--- config.mk ---
export PLATFORM = sky130hd
export DESIGN_NAME = stage_sequencer_flat
export DESIGN_NICKNAME = d
export VERILOG_FILES = /design/src/rtl/stage_sequencer_if.sv /design/src/rtl/stage_sequencer.sv /design/src/flat_wrapper.sv
export SDC_FILE = /design/constraint.sdc
export NUM_CORES = 1
export LEC_CHECK = 0
export ABC_CLOCK_PERIOD_IN_PS = 5500
export CAP_MARGIN = 15
export CORE_MARGIN = 4
export CORE_UTILIZATION = 40
export DETAILED_ROUTE_END_ITERATION = 10
export PLACE_DENSITY_LB_ADDON = 0.2
export SETUP_SLACK_MARGIN = 0.05
export SLEW_MARGIN = 20
export SYNTH_ARGS = -nofsm -noshare
export SYNTH_HDL_FRONTEND = slang
export SYNTH_SLANG_ARGS = --single-unit
--- constraint.sdc ---
create_clock -name clk -period 5.5 [get_ports clk]
set_clock_uncertainty 0.1 [all_clocks]
set_input_delay 1.1 -clock clk [delete_from_list [all_inputs] [get_ports clk]]
set_output_delay 1.1 -clock clk [all_outputs]
set_load 0.1 [all_outputs]
--- src/rtl/stage_sequencer_if.sv ---
// Handshake bundle between the five-stage sequencer and its stage units.
// The sequencer takes the slave side; the stage units/controller take the master side.
interface stage_sequencer_if;
    logic        start;
    logic        fetch_en,    decode_en,    exec_en,    mem_en,    wb_en;
    logic        fetch_ready, decode_ready, exec_ready, mem_ready, wb_ready;
    logic [3:0]  op;
    logic        busy;
    logic        halted;
    logic        fault;
    logic [2:0]  fault_stage;
    logic [15:0] instr_count;

    modport master (
        output start, fetch_ready, decode_ready, exec_ready, mem_ready, wb_ready, op,
        input  fetch_en, decode_en, exec_en, mem_en, wb_en,
               busy, halted, fault, fault_stage, instr_count
    );

    modport slave (
        input  start, fetch_ready, decode_ready, exec_ready, mem_ready, wb_ready, op,
        output fetch_en, decode_en, exec_en, mem_en, wb_en,
               busy, halted, fault, fault_stage, instr_count
    );
endinterface

--- src/rtl/stage_sequencer.sv ---
// Five-stage instruction sequencer with per-stage ready timeout.
// All outputs are registered and decoded from the next state, so they line up with the state register.
module stage_sequencer #(
    parameter logic [3:0] OP_LOD  = 4'b0001,
    parameter logic [3:0] OP_STR  = 4'b0010,
    parameter logic [3:0] OP_HLT  = 4'b1111,
    parameter int         TIMEOUT = 16
) (
    input  logic              clk,
    input  logic              rst,
    stage_sequencer_if.slave  bus
);
    typedef enum logic [2:0] {
        S_IDLE   = 3'd0,
        S_FETCH  = 3'd1,
        S_DECODE = 3'd2,
        S_EXEC   = 3'd3,
        S_MEM    = 3'd4,
        S_WB     = 3'd5,
        S_HALT   = 3'd6,
        S_FAULT  = 3'd7
    } state_t;

    localparam int CW = (TIMEOUT > 2) ? $clog2(TIMEOUT) : 1;

    state_t        r_state;
    state_t        w_nxt;
    logic [CW-1:0] r_cnt;
    logic [3:0]    r_op_q;
    logic [15:0]   r_icnt;
    logic [2:0]    r_fstage;
    logic          r_fetch_en, r_decode_en, r_exec_en, r_mem_en, r_wb_en;
    logic          r_busy, r_halted, r_fault;
    logic          w_rdy;
    logic          w_tmo;

    always_comb begin
        w_rdy = 1'b0;
        case (r_state)
            S_FETCH:  w_rdy = bus.fetch_ready;
            S_DECODE: w_rdy = bus.decode_ready;
            S_EXEC:   w_rdy = bus.exec_ready;
            S_MEM:    w_rdy = bus.mem_ready;
            S_WB:     w_rdy = bus.wb_ready;
            default:  w_rdy = 1'b0;
        endcase
    end

    // r_cnt holds (cycles already spent in the state - 1); ready beats the timeout.
    assign w_tmo = (r_cnt == CW'(TIMEOUT - 1));

    always_comb begin
        w_nxt = r_state;
        case (r_state)
            S_IDLE:   if (bus.start) w_nxt = S_FETCH;
            S_FETCH:  if (w_rdy) w_nxt = S_DECODE;
                      else if (w_tmo) w_nxt = S_FAULT;
            S_DECODE: if (w_rdy) w_nxt = (bus.op == OP_HLT) ? S_HALT : S_EXEC;
                      else if (w_tmo) w_nxt = S_FAULT;
            S_EXEC:   if (w_rdy) w_nxt = (r_op_q == OP_LOD || r_op_q == OP_STR) ? S_MEM : S_WB;
                      else if (w_tmo) w_nxt = S_FAULT;
            S_MEM:    if (w_rdy) w_nxt = S_WB;
                      else if (w_tmo) w_nxt = S_FAULT;
            S_WB:     if (w_rdy) w_nxt = S_FETCH;
                      else if (w_tmo) w_nxt = S_FAULT;
            default:  w_nxt = r_state;
        endcase
    end

    always_ff @(posedge clk) begin
        if (rst) begin
            r_state     <= S_IDLE;
            r_cnt       <= '0;
            r_op_q      <= '0;
            r_icnt      <= '0;
            r_fstage    <= '0;
            r_fetch_en  <= 1'b0;
            r_decode_en <= 1'b0;
            r_exec_en   <= 1'b0;
            r_mem_en    <= 1'b0;
            r_wb_en     <= 1'b0;
            r_busy      <= 1'b0;
            r_halted    <= 1'b0;
            r_fault     <= 1'b0;
        end else begin
            r_state <= w_nxt;
            // A stage state is only held while r_cnt < TIMEOUT-1, so the increment never wraps.
            if (w_nxt != r_state || r_state == S_IDLE || r_state == S_HALT || r_state == S_FAULT)
                r_cnt <= '0;
            else
                r_cnt <= r_cnt + 1'b1;

            if (r_state == S_DECODE && w_rdy) r_op_q <= bus.op;
            if (r_state == S_WB && w_rdy)     r_icnt <= r_icnt + 16'd1;
            // Stage state encodings equal their fault codes.
            if (w_nxt == S_FAULT && r_state != S_FAULT) r_fstage <= r_state;

            r_fetch_en  <= (w_nxt == S_FETCH);
            r_decode_en <= (w_nxt == S_DECODE);
            r_exec_en   <= (w_nxt == S_EXEC);
            r_mem_en    <= (w_nxt == S_MEM);
            r_wb_en     <= (w_nxt == S_WB);
            r_busy      <= (w_nxt == S_FETCH) || (w_nxt == S_DECODE) || (w_nxt == S_EXEC) ||
                           (w_nxt == S_MEM)   || (w_nxt == S_WB);
            r_halted    <= (w_nxt == S_HALT);
            r_fault     <= (w_nxt == S_FAULT);
        end
    end

    assign bus.fetch_en    = r_fetch_en;
    assign bus.decode_en   = r_decode_en;
    assign bus.exec_en     = r_exec_en;
    assign bus.mem_en      = r_mem_en;
    assign bus.wb_en       = r_wb_en;
    assign bus.busy        = r_busy;
    assign bus.halted      = r_halted;
    assign bus.fault       = r_fault;
    assign bus.fault_stage = r_fstage;
    assign bus.instr_count = r_icnt;
endmodule
--- src/flat_wrapper.sv ---
// flat-port wrapper written by rule: the top's interface ports become plain ports
module stage_sequencer_flat 
#(
    parameter logic [3:0] OP_LOD  = 4'b0001,
    parameter logic [3:0] OP_STR  = 4'b0010,
    parameter logic [3:0] OP_HLT  = 4'b1111,
    parameter int         TIMEOUT = 16
)
  (clk, rst, bus_start, bus_fetch_ready, bus_decode_ready, bus_exec_ready, bus_mem_ready, bus_wb_ready, bus_op, bus_fetch_en, bus_decode_en, bus_exec_en, bus_mem_en, bus_wb_en, bus_busy, bus_halted, bus_fault, bus_fault_stage, bus_instr_count);
  stage_sequencer_if bus_i ();
  input  logic clk;
  input  logic rst;
  input wire logic [$bits(bus_i.start)-1:0] bus_start;
  input wire logic [$bits(bus_i.fetch_ready)-1:0] bus_fetch_ready;
  input wire logic [$bits(bus_i.decode_ready)-1:0] bus_decode_ready;
  input wire logic [$bits(bus_i.exec_ready)-1:0] bus_exec_ready;
  input wire logic [$bits(bus_i.mem_ready)-1:0] bus_mem_ready;
  input wire logic [$bits(bus_i.wb_ready)-1:0] bus_wb_ready;
  input wire logic [$bits(bus_i.op)-1:0] bus_op;
  output wire logic [$bits(bus_i.fetch_en)-1:0] bus_fetch_en;
  output wire logic [$bits(bus_i.decode_en)-1:0] bus_decode_en;
  output wire logic [$bits(bus_i.exec_en)-1:0] bus_exec_en;
  output wire logic [$bits(bus_i.mem_en)-1:0] bus_mem_en;
  output wire logic [$bits(bus_i.wb_en)-1:0] bus_wb_en;
  output wire logic [$bits(bus_i.busy)-1:0] bus_busy;
  output wire logic [$bits(bus_i.halted)-1:0] bus_halted;
  output wire logic [$bits(bus_i.fault)-1:0] bus_fault;
  output wire logic [$bits(bus_i.fault_stage)-1:0] bus_fault_stage;
  output wire logic [$bits(bus_i.instr_count)-1:0] bus_instr_count;
  assign bus_i.start = bus_start;
  assign bus_i.fetch_ready = bus_fetch_ready;
  assign bus_i.decode_ready = bus_decode_ready;
  assign bus_i.exec_ready = bus_exec_ready;
  assign bus_i.mem_ready = bus_mem_ready;
  assign bus_i.wb_ready = bus_wb_ready;
  assign bus_i.op = bus_op;
  assign bus_fetch_en = bus_i.fetch_en;
  assign bus_decode_en = bus_i.decode_en;
  assign bus_exec_en = bus_i.exec_en;
  assign bus_mem_en = bus_i.mem_en;
  assign bus_wb_en = bus_i.wb_en;
  assign bus_busy = bus_i.busy;
  assign bus_halted = bus_i.halted;
  assign bus_fault = bus_i.fault;
  assign bus_fault_stage = bus_i.fault_stage;
  assign bus_instr_count = bus_i.instr_count;
  stage_sequencer #(.OP_LOD(OP_LOD), .OP_STR(OP_STR), .OP_HLT(OP_HLT), .TIMEOUT(TIMEOUT)) u_core (.clk(clk), .rst(rst), .bus(bus_i));
endmodule
After elaboration in Yosys (flattened, before gate mapping). Cells that the tools add are included. W data, S select, Z words.

Input port bits: 12. Bits in registers: 38. Output and inout bits: 27. Logic and storage cells: 59.

Add/sub/neg operators: 2. Equality and inequality tests: 20. Reduce and logical (&&, ||, !) cells: 13. Muxes and demuxes: 11.

Operators with widths (count): $eq A3 B3 Y1 const B (8); $mux W3 (8); $pmux W3 S6 (1); $add A16 B1 Y16 const B (1); $eq A3 B2 Y1 const B (4); $eq A4 B4 Y1 const B (2); $logic_or A1 B1 Y1 (8); $eq A3 B1 Y1 const B (2); $pmux W1 S5 (1); $add A4 B1 Y4 const B (1); $eq A4 B1 Y1 const B (1); $eq A4 B2 Y1 const B (1); $logic_and A1 B1 Y1 (3); $logic_not A3 Y1 (1); $ne A3 B3 Y1 (1); $ne A3 B3 Y1 const B (1); $reduce_or A2 Y1 (1); $mux W1 (1).

Depth between registers and ports, before layout. Gate-level depths: netlist (run 1).

Depth after elaboration: 10. Mapped depth: 9. Mapped depth without buffers: 7.

Worst setup path after synthesis (run 1). OpenSTA, ideal clock, no wires.

Path kind: in2reg. Start: input bus_wb_ready. End: register u_core.r_icnt[13], in the netlist u_core.bus.instr_count[13]. Cell stages on the path: 7. Library setup time: 0.067 ns. Data required time: 5.333 ns. Setup slack: 2.961 ns. Arrival: 2.372 ns. Path buffers: 1. Path through: and4b_2 clkbuf_4 nand4_4 nor3_1 nand3_1 xor2_1 nor2_1.

Cells in the longest elaborated chain, start to end: 2.

RTL lines: start: declaration (line flat_wrapper.sv:18) `input wire logic [$bits(bus_i.wb_ready)-1:0] bus_wb_ready;`; $pmux W1 S5 (line stage_sequencer.sv:39) `case (r_state)`; $logic_and A1 B1 Y1 (line stage_sequencer.sv:94) `if (r_state == S_WB && w_rdy) r_icnt <= r_icnt + 16'd1;`; end signal: assignment (line stage_sequencer.sv:94); end: declaration (line stage_sequencer.sv:30) `logic [15:0] r_icnt;`.

Every way passes these cells. A chain may end at the register's enable or synchronous reset.

Worst setup path after layout (run 1).
Start: register u_core.r_icnt[3], in the netlist u_core.bus.instr_count[3]. End: output bus_instr_count[3].

RTL lines: end: declaration (line flat_wrapper.sv:29) `output wire logic [$bits(bus_i.instr_count)-1:0] bus_instr_count;`.

No word-level cell between the ends.

==> flow_summary.yaml, run 1 <==
timing:
  hold_viol: 0
  final-max-slew-violation-count: 0
  post-route-period-util_pct: 57.0
  fmax_mhz: 319
  setup-tns-final_ns: 0
  fin_crit_ns: 3.13
  setup_viol: 0
  max_slew_margin_pct: 34.1
  rsz0062_at_grt: "false"
  timing.hold.ws_ns: 0.365
  worstMarginPinSlew_ns: 0.986
final_layout:
  multiInputGateArea_um2: 1050
  stdcell_count: 310
  n_antenna_cell: 0
  drive_above_1_share_pct: 9.88
  layout.nets: 256
  most-common-layout-cells: "38 x clkdlybuf4s50_1, 38 x dfxtp_1, 34 x nor2_1, 14 x nand2_1, 11 x xor2_1"
  seq_area_um2: 761
  syn2layout_area_growth_pct: 22.3
  finalInstanceArea_um2: 2410
  fill_cells: 474
  final_util_pct: 50.6
die:
  core_um2: 4750
  row_count: 25
  io_pins: 39
  start_util_pct: 41.4
  fp.dieW_um: 78.1
  design.die.area_um2: 6100
  die_h_um: 78.1
drt:
  vias: 1550
  viasPerCell: 5.00
  wire_per_inst_um: 12.7
  drc: 0
  drtPass1Iterations: 4
  routed_wl_um: 3950
  ant_nets: 0
  drt-initial-drc-count: 71
yosys:
  syn_avg_cell_area_um2: 9.41
  syn-cell-area_um2: 1970
  syn-num-nets: 223
  synth_seq_cells: 38
  ys_seq_area_share_pct: 38.7
  ys_async_sr_fraction_pct: 0
  synthFlopType: "dfxtp_1"
  synth-edff-count: 0
  netlist.area_leader.share_pct: 38.7
  syn_inst: 209
  synthTopCellsByArea: "dfxtp_1 39%, nor2_1 6.5%, xor2_1 4.9%"
  yosysUniqueCellTypes: 51
  yosys_warnings: 0
  netlist.top_cell.by_area: "dfxtp_1"
setup_path:
  worstPathRequired_ns: 4.30
  crit_path_end: "bus_instr_count[3]"
  cp_top_family: "buffers and inverters"
  path_cells: "clkdlybuf4s50_1"
  slowest_stage: "clkdlybuf4s50_1"
  setup.worst_path.start: "u_core.bus.instr_count[3]"
  crit_buf_inv: 1
  worstSetupPathType: "reg -> out"
  end_kind: "primary output"
  ff2ff_setup_slack_ns: 2.93
  regToRegEndpoint: "u_core.bus.mem_en"
  reg2regPathDepth: 5
  critPathMaxFanout: 7
  arrival_ns: 1.93
  worst_path_largest_cell_delay_ns: 1.19
  cp.depth: 1
  start_kind: "flop"
  rr_startpoint: "u_core.r_state[1]"
power_and_ir_drop:
  internal_power_w: 0.000428
  leakage_nw: 0.863
  combPwrFrac_pct: 8.0
  switching_share_pct: 22.8
  p_switching_w: 0.000126
  peakVddDrop_v: 0.000165
  seqPwrFrac_pct: 50.5
  power_density_nw_per_um2: 230
  power_frac_clock_pct: 41.4
clocking:
  post_cts_resized: 0
  tritoncts: "built"
  postCtsHoldBufs: 0
  cts.sinks: 38
  clk_latency_ns: 0.29
  clk_path_buf_depth: 2
  root_buffer: "clkbuf_8"
  cts_inserted_buffers: 5
  cts.htree.levels: 2
  postCtsSetupBuffers: 0
  clk_pin_slew_worst_paths_ns: 0.07
grt:
  grt.total_usage_pct: 14.0
  grt_remaining_overflow: 0
  grt_pass1_wl_um: 6960
  gr-usage-met2_pct: 20.7
  grt_max_degree: 32
  met1_usage_pct: 18.8
  grt-busiest-layer: "met2"
  grt_pass1_vias: 1515
  antenna_found_initial: 0
  use_met3_pct: 4.59
place:
  place_inst: 302
  port_buffers: 38
  postPlaceCellArea_um2: 2300
  dp_hpwl_um: 2820
  gp_congestion: 0.839
status:
  status: "finished clean"
run:
  cap_violations: 0
worst_hold_path:
  hold_class: "reg -> reg"
## synthesized netlist by cell type, types with 2 or more instances
master / count
dfxtp_1: 38
nor2_1: 34
nand2_1: 14
xor2_1: 11
nand3_1: 9
a31oi_1: 8
a21oi_1: 6
mux2i_1: 6
nor3_1: 6
buf_6: 5
nand3b_1: 5
a311oi_1: 4
clkbuf_8: 4
inv_1: 4
o21ai_0: 4
xnor2_1: 4
and3_1: 3
nand2b_1: 3
nand4_1: 3
or3_1: 3
and4_1: 2
clkbuf_1: 2
ha_1: 2
nor4_1: 2
## layout make-up
type                    instances  area share, %
multi-input cells             154           43.6
flip-flops and latches         38           31.6
repair buffers                 39           16.1
well taps                      67           3.48
clock buffers                   5           2.86
clock inverters                 3           1.66
inverters                       4          0.624
## through the flow
step	worst slack, ns	power [W]
2_1_floorplan	2.96	0.000317
3_3_place_gp	2.29	0.000331
3_5_place_dp	2.27	0.000331
4_1_cts	2.35	0.000565
5_1_grt	2.30	0.000579
6_report	2.37	0.000554
## routing by layer
layer  part of all wire, %  wire, µm  vias to the layer above
met5                     0         0                        -
met4                   1.3        51                        0
met3                   5.2       206                        5
met2                    43      1690                       32
met1                    51      2000                      709
li1                      -         -                      804
## registers in the layout, summed over array words and instances, names as in the netlist
name                    flops
u_core.r_cnt                4
u_core.bus.busy             1
u_core.bus.instr_count     16
u_core.bus.fault            1
u_core.bus.exec_en          1
u_core.bus.fetch_en         1
u_core.bus.halted           1
u_core.bus.mem_en           1
u_core.bus.decode_en        1
u_core.r_op_q               4
u_core.bus.wb_en            1
u_core.bus.fault_stage      3
u_core.r_state              3
## power groups by stage
stage	registers [W]	logic, W	clock network, W
after floorplan	0.000291	0.0000257	0
after global placement	0.000287	0.0000447	0
after detailed placement	0.000287	0.0000446	0
after CTS	0.000280	0.0000448	0.000240
after global routing	0.000281	0.0000484	0.000250
final	0.000280	0.0000445	0.000230
## worst min path at each step
stage                                 end  slack (ns)             from  depth (start not counted)
after floorplan           u_core.r_cnt[0]        0.32  u_core.r_cnt[0]                          1
after global placement    u_core.r_cnt[0]        0.34  u_core.r_cnt[0]                          1
after detailed placement  u_core.r_cnt[0]        0.35  u_core.r_cnt[0]                          1
after CTS                 u_core.r_cnt[0]        0.37  u_core.r_cnt[0]                          1
after global routing      u_core.r_cnt[0]        0.42  u_core.r_cnt[0]                          1
final                     u_core.r_cnt[0]        0.36  u_core.r_cnt[0]                          1
## cell families (layout without fill, tap and decap cells)
kind of cell	after synthesis	after routing	share of synthesized area [%]
AND/OR/NAND/NOR	95	95	26.6
flip-flops	38	38	38.7
AO/OA/AOI/OAI	34	34	14.3
buffers and inverters	17	51	7.95
XOR/XNOR	15	15	6.68
multiplexers	8	8	4.52
adder cells (fa/ha/maj)	2	2	1.27
## worst register-to-register path, cell delays in order (launching register included)
cell and delay (ns):
dfxtp_1 0.92, and4bb_1 0.49, o21bai_4 0.21, o311ai_4 0.10, and2_1 0.31, a2111oi_2 0.34
Note: power is estimated with default switching activity, not from simulation.
==> inputs of run 2 (changes only) <==
--- a/config.mk
+++ b/config.mk
@@ -5,7 +5,7 @@
 export SDC_FILE = /design/constraint.sdc
 export NUM_CORES = 1
 export LEC_CHECK = 0
-export ABC_CLOCK_PERIOD_IN_PS = 5500
+export ABC_CLOCK_PERIOD_IN_PS = 2750
 export CAP_MARGIN = 15
 export CORE_MARGIN = 4
 export CORE_UTILIZATION = 40
==> constraint.sdc (replaced) <==
create_clock -name clk -period 2.75 [get_ports clk]
set_clock_uncertainty 0.1 [all_clocks]
set_input_delay 0.55 -clock clk [delete_from_list [all_inputs] [get_ports clk]]
set_output_delay 0.55 -clock clk [all_outputs]
set_load 0.1 [all_outputs]
==> run 2 against run 1 <==
Compared with the run above:
- combinational power rose by 130%
- clock power rose by 96%
- register-to-register slack got worse by 2.4 ns
- largest power group unchanged
- sequential cell count did not move
- highest routed layer unchanged
- first-iteration DRC count rose by 140%
- critical path type is now in -> reg
- global-route usage rose by 0.40 points
- hold slack got worse by 0.020 ns
- final cell count rose by 3.5%
- total power rose by 100%
==> flow_summary.yaml, run 2 (synthesis results as in run 1) <==
status:
  status: "finished clean"
die:
  core_um2: 4750
  die_h_um: 78.1
  start_util_pct: 41.4
  io_pins: 39
  row_count: 25
  design.die.area_um2: 6100
  fp.dieW_um: 78.1
clocking:
  tritoncts: "built"
  clk_latency_ns: 0.28
  post_cts_resized: 0
  postCtsHoldBufs: 0
  cts.sinks: 38
  clk_pin_slew_worst_paths_ns: 0.07
  root_buffer: "clkbuf_8"
  postCtsSetupBuffers: 0
  clk_path_buf_depth: 2
  cts.htree.levels: 2
  cts_inserted_buffers: 5
setup_path:
  worstSetupPathType: "in -> reg"
  worstPathRequired_ns: 2.82
  reg2regPathDepth: 7
  end_kind: "flop"
  critPathMaxFanout: 4
  ff2ff_setup_slack_ns: 0.49
  arrival_ns: 2.42
  rr_startpoint: "u_core.r_state[0]"
  regToRegEndpoint: "u_core.bus.fault_stage[1]"
  start_kind: "primary input"
drt:
  viasPerCell: 5.13
  vias: 1647
  ant_nets: 0
  drt-initial-drc-count: 170
  wire_per_inst_um: 13.0
  drc: 0
  drtPass1Iterations: 4
  routed_wl_um: 4160
final_layout:
  seq_area_um2: 761
  n_antenna_cell: 0
  layout.nets: 267
  final_common_cell: "buf_4"
  largest_reg_flops: 16
  drive_above_1_share_pct: 23.6
  syn2layout_area_growth_pct: 23.0
  most-common-layout-cells: "39 x buf_4, 38 x dfxtp_1, 34 x nor2_1, 14 x nand2_1"
  fill_cells: 485
  multiInputGateArea_um2: 1050
timing:
  fmax_mhz: 425
  final-max-slew-violation-count: 0
  hold_viol: 0
  max_slew_margin_pct: 63.3
  rsz0062_at_grt: "false"
  setup_viol: 0
  worstMarginPinSlew_ns: 0.549
  fin_crit_ns: 2.36
  setup-tns-final_ns: 0
  post-route-period-util_pct: 85.7
  timing.hold.ws_ns: 0.345
grt:
  grt_max_degree: 18
  grt_pass1_vias: 1451
  antenna_found_initial: 0
  grt_pass1_wl_um: 6970
  grt_remaining_overflow: 0
  grt.total_usage_pct: 14.4
worst_hold_path:
  worstHoldStart: "u_core.r_cnt[0]"
  hold_depth: 1
  timing.hold.worst_endpoint: "u_core.r_cnt[0]"
  hold_class: "reg -> reg"
place:
  gp_congestion: 0.848
  port_buffers: 38
  dp_hpwl_um: 3160
power_and_ir_drop:
  peakVddDrop_v: 0.000322
  power_density_nw_per_um2: 459
  leakage_nw: 0.967
run:
  cap_violations: 0
-- run 2: cell types whose count changed in the layout (fill, tap and decap cells not counted), sizes merged --
cell	change
clkinv	-2
clkbuf	+2
clkdlybuf4s50	-27
buf	+38
-- run 2: where the power goes --
group          switching, W  leakage (nW)  internal, W
clock              0.000179        0.0524     0.000271
sequential       0.00000299         0.306     0.000554
combinational     0.0000608         0.608    0.0000415
-- run 2: stage by stage --
stage / power [W] / instance area [µm²] / util, % / setup slack (ns) / std cells
2_1_floorplan: 0.000634 / 1970 / - / 0.287 / 209
3_3_place_gp: 0.000672 / 2310 / 48.6 / 0.111 / 313
3_5_place_dp: 0.000671 / 2310 / 48.6 / 0.101 / 313
4_1_cts: 0.00112 / 2420 / 50.9 / 0.410 / 321
5_1_grt: 0.00116 / 2420 / 50.9 / 0.263 / 321
6_report: 0.00111 / 2420 / 50.9 / 0.395 / 321
-- run 2: how the worst max path moves through the flow --
stage                                    startpoint  slack (ns)                    endpoint
final                                  bus_wb_ready        0.39   u_core.bus.fault_stage[1]
after global routing                 bus_exec_ready        0.26   u_core.bus.fault_stage[1]
after CTS                              bus_wb_ready        0.41  u_core.bus.instr_count[15]
after detailed placement               bus_wb_ready        0.10  u_core.bus.instr_count[15]
after global placement                 bus_wb_ready        0.11  u_core.bus.instr_count[15]
after floorplan           u_core.bus.instr_count[3]        0.29  u_core.bus.instr_count[13]
-- run 2: worst max-delay path, stage by stage --
cell,delay [ns]
clkdlybuf4s50_1,0.51
mux2_4,0.31
a21oi_1,0.17
o22ai_2,0.12
a211oi_2,0.30
a31oi_1,0.14
a311oi_1,0.32
-- run 2: area by class of cell --
cell class | instances | share of cell area (%)
Tap cell | 67 | 3.47
Inverter | 4 | 0.621
Clock inverter | 1 | 1.24
Multi-Input combinational cell | 154 | 43.4
Timing Repair Buffer | 50 | 16.7
Clock buffer | 7 | 3.16
Sequential cell | 38 | 31.5
-- run 2: per-layer routing --
| layer | share of wire [%] | vias to the layer above | track usage [%] |
|---|---|---|---|
| met2 | 43 | 60 | 21.7 |
| met4 | 1.4 | 0 | 4.90 |
| met3 | 7.5 | 9 | 4.13 |
| li1 | - | 833 | - |
| met1 | 48 | 745 | 19.6 |
| met5 | 0 | - | 0 |
==> inputs of run 3 (changes only) <==
--- a/config.mk
+++ b/config.mk
@@ -5,8 +5,10 @@
 export SDC_FILE = /design/constraint.sdc
 export NUM_CORES = 1
 export LEC_CHECK = 0
+export ABC_AREA = 0
 export ABC_CLOCK_PERIOD_IN_PS = 2750
 export CAP_MARGIN = 15
+export CORE_ASPECT_RATIO = 1.25
 export CORE_MARGIN = 4
 export CORE_UTILIZATION = 40
 export DETAILED_ROUTE_END_ITERATION = 10
==> run 3 against run 2 <==
Compared with the run above:
- combinational power barely moved
- final cell count fell by 2.2%
- first-iteration DRC count fell by 45%
- worst setup slack improved by 0.055 ns
- critical path depth did not move
==> flow_summary.yaml, run 3 (synthesis results as in run 1) <==
power_and_ir_drop:
  peakVddDrop_v: 0.000342
  fin_total_pwr_w: 0.00122
  leakage_nw: 0.983
  power_density_nw_per_um2: 500
worst_hold_path:
  worstHoldStart: "u_core.r_cnt[0]"
  hold_class: "reg -> reg"
  hold_depth: 1
  timing.hold.worst_endpoint: "u_core.r_cnt[0]"
final_layout:
  final_util_pct: 51.2
  largest_reg_flops: 16
  stdcell_count: 314
  n_antenna_cell: 0
  most-common-layout-cells: "39 x buf_4, 38 x dfxtp_1, 34 x nor2_1, 14 x nand2_1"
  syn2layout_area_growth_pct: 24.1
  layout.nets: 267
  final_common_cell: "buf_4"
  drive_above_1_share_pct: 24.4
grt:
  grt_remaining_overflow: 0
  grt_pass1_wl_um: 7180
  grt.total_usage_pct: 14.5
  grt_max_degree: 17
  grt_pass1_vias: 1573
  antenna_found_initial: 0
timing:
  setup_viol: 0
  worstMarginPinSlew_ns: 0.516
  max_slew_margin_pct: 65.5
  final-max-slew-violation-count: 0
  fin_crit_ns: 2.30
  hold_viol: 0
  timing.hold.ws_ns: 0.347
  rsz0062_at_grt: "false"
  post-route-period-util_pct: 83.7
  fmax_mhz: 435
  setup-tns-final_ns: 0
drt:
  drtPass1Iterations: 4
  vias: 1583
  drt-initial-drc-count: 93
  drc: 0
  viasPerCell: 5.04
  routed_wl_um: 4130
  ant_nets: 0
  wire_per_inst_um: 13.1
clocking:
  postCtsSetupBuffers: 0
  clk_pin_slew_worst_paths_ns: 0.08
  post_cts_resized: 0
  clk_path_buf_depth: 2
  cts.htree.levels: 2
  cts.sinks: 38
  root_buffer: "clkbuf_8"
  cts_inserted_buffers: 5
  tritoncts: "built"
  clk_latency_ns: 0.28
  postCtsHoldBufs: 0
die:
  design.die.area_um2: 6110
  fp.dieW_um: 70.7
  start_util_pct: 41.3
  row_count: 28
  io_pins: 39
  die_h_um: 86.4
  core_um2: 4760
setup_path:
  setup.worst_path.start: "bus_wb_ready"
  start_kind: "primary input"
  worstSetupPathType: "in -> reg"
  worstPathRequired_ns: 2.83
  ff2ff_setup_slack_ns: 0.54
  arrival_ns: 2.38
  end_kind: "flop"
  critPathMaxFanout: 8
  regToRegEndpoint: "u_core.bus.fault_stage[0]"
  reg2regPathDepth: 7
  rr_startpoint: "u_core.r_state[0]"
place:
  place_inst: 306
  gp_congestion: 0.852
  dp_hpwl_um: 3140
  port_buffers: 38
run:
  cap_violations: 0
status:
  status: "finished clean"
[run 3: where the power goes]
| part | leakage [nW] | internal [W] | switching (W) |
|---|---|---|---|
| combinational | 0.609 | 0.0000421 | 0.0000569 |
| sequential | 0.306 | 0.000553 | 0.00000505 |
| clock | 0.0683 | 0.000363 | 0.000201 |
[run 3: area by class of cell]
class / instances / area [µm²]
fill: 480 / 2320
multi-input combinational: 154 / 1050
sequential: 38 / 761
timing repair buffer: 50 / 403
tap: 60 / 75.1
clock buffer: 5 / 68.8
clock inverter: 3 / 68.8
inverter: 4 / 15.0
[run 3: routing by layer]
| metal | track usage, % | routed length, µm | up-vias |
|---|---|---|---|
| li1 | - | - | 828 |
| met1 | 17.4 | 1880 | 730 |
| met2 | 25.2 | 2070 | 23 |
| met3 | 3.02 | 142 | 2 |
| met4 | 5.64 | 29 | 0 |
| met5 | 0 | 0 | - |
[run 3: worst max path at each step]
stage	endpoint	cells past startpoint
finish	u_core.bus.instr_count[13]	7
detailed placement	u_core.bus.instr_count[13]	7
global placement	u_core.bus.instr_count[13]	7
CTS	u_core.bus.instr_count[13]	7
global route	u_core.bus.fault_stage[1]	7
floorplan	u_core.bus.instr_count[13]	6
[run 3: critical path: stages]
cell	delay, ns
clkdlybuf4s50_1	0.55
and4b_2	0.35
nand4_4	0.17
nor3_1	0.41
nand3_1	0.15
xor2_1	0.15
nor2_1	0.05
[run 3: per-stage QoR]
stage / instance area (µm²) / setup WS (ns)
floorplan: 1970 / 0.287
global placement: 2300 / 0.187
detailed placement: 2300 / 0.160
CTS: 2440 / 0.465
global route: 2440 / 0.240
finish: 2440 / 0.449
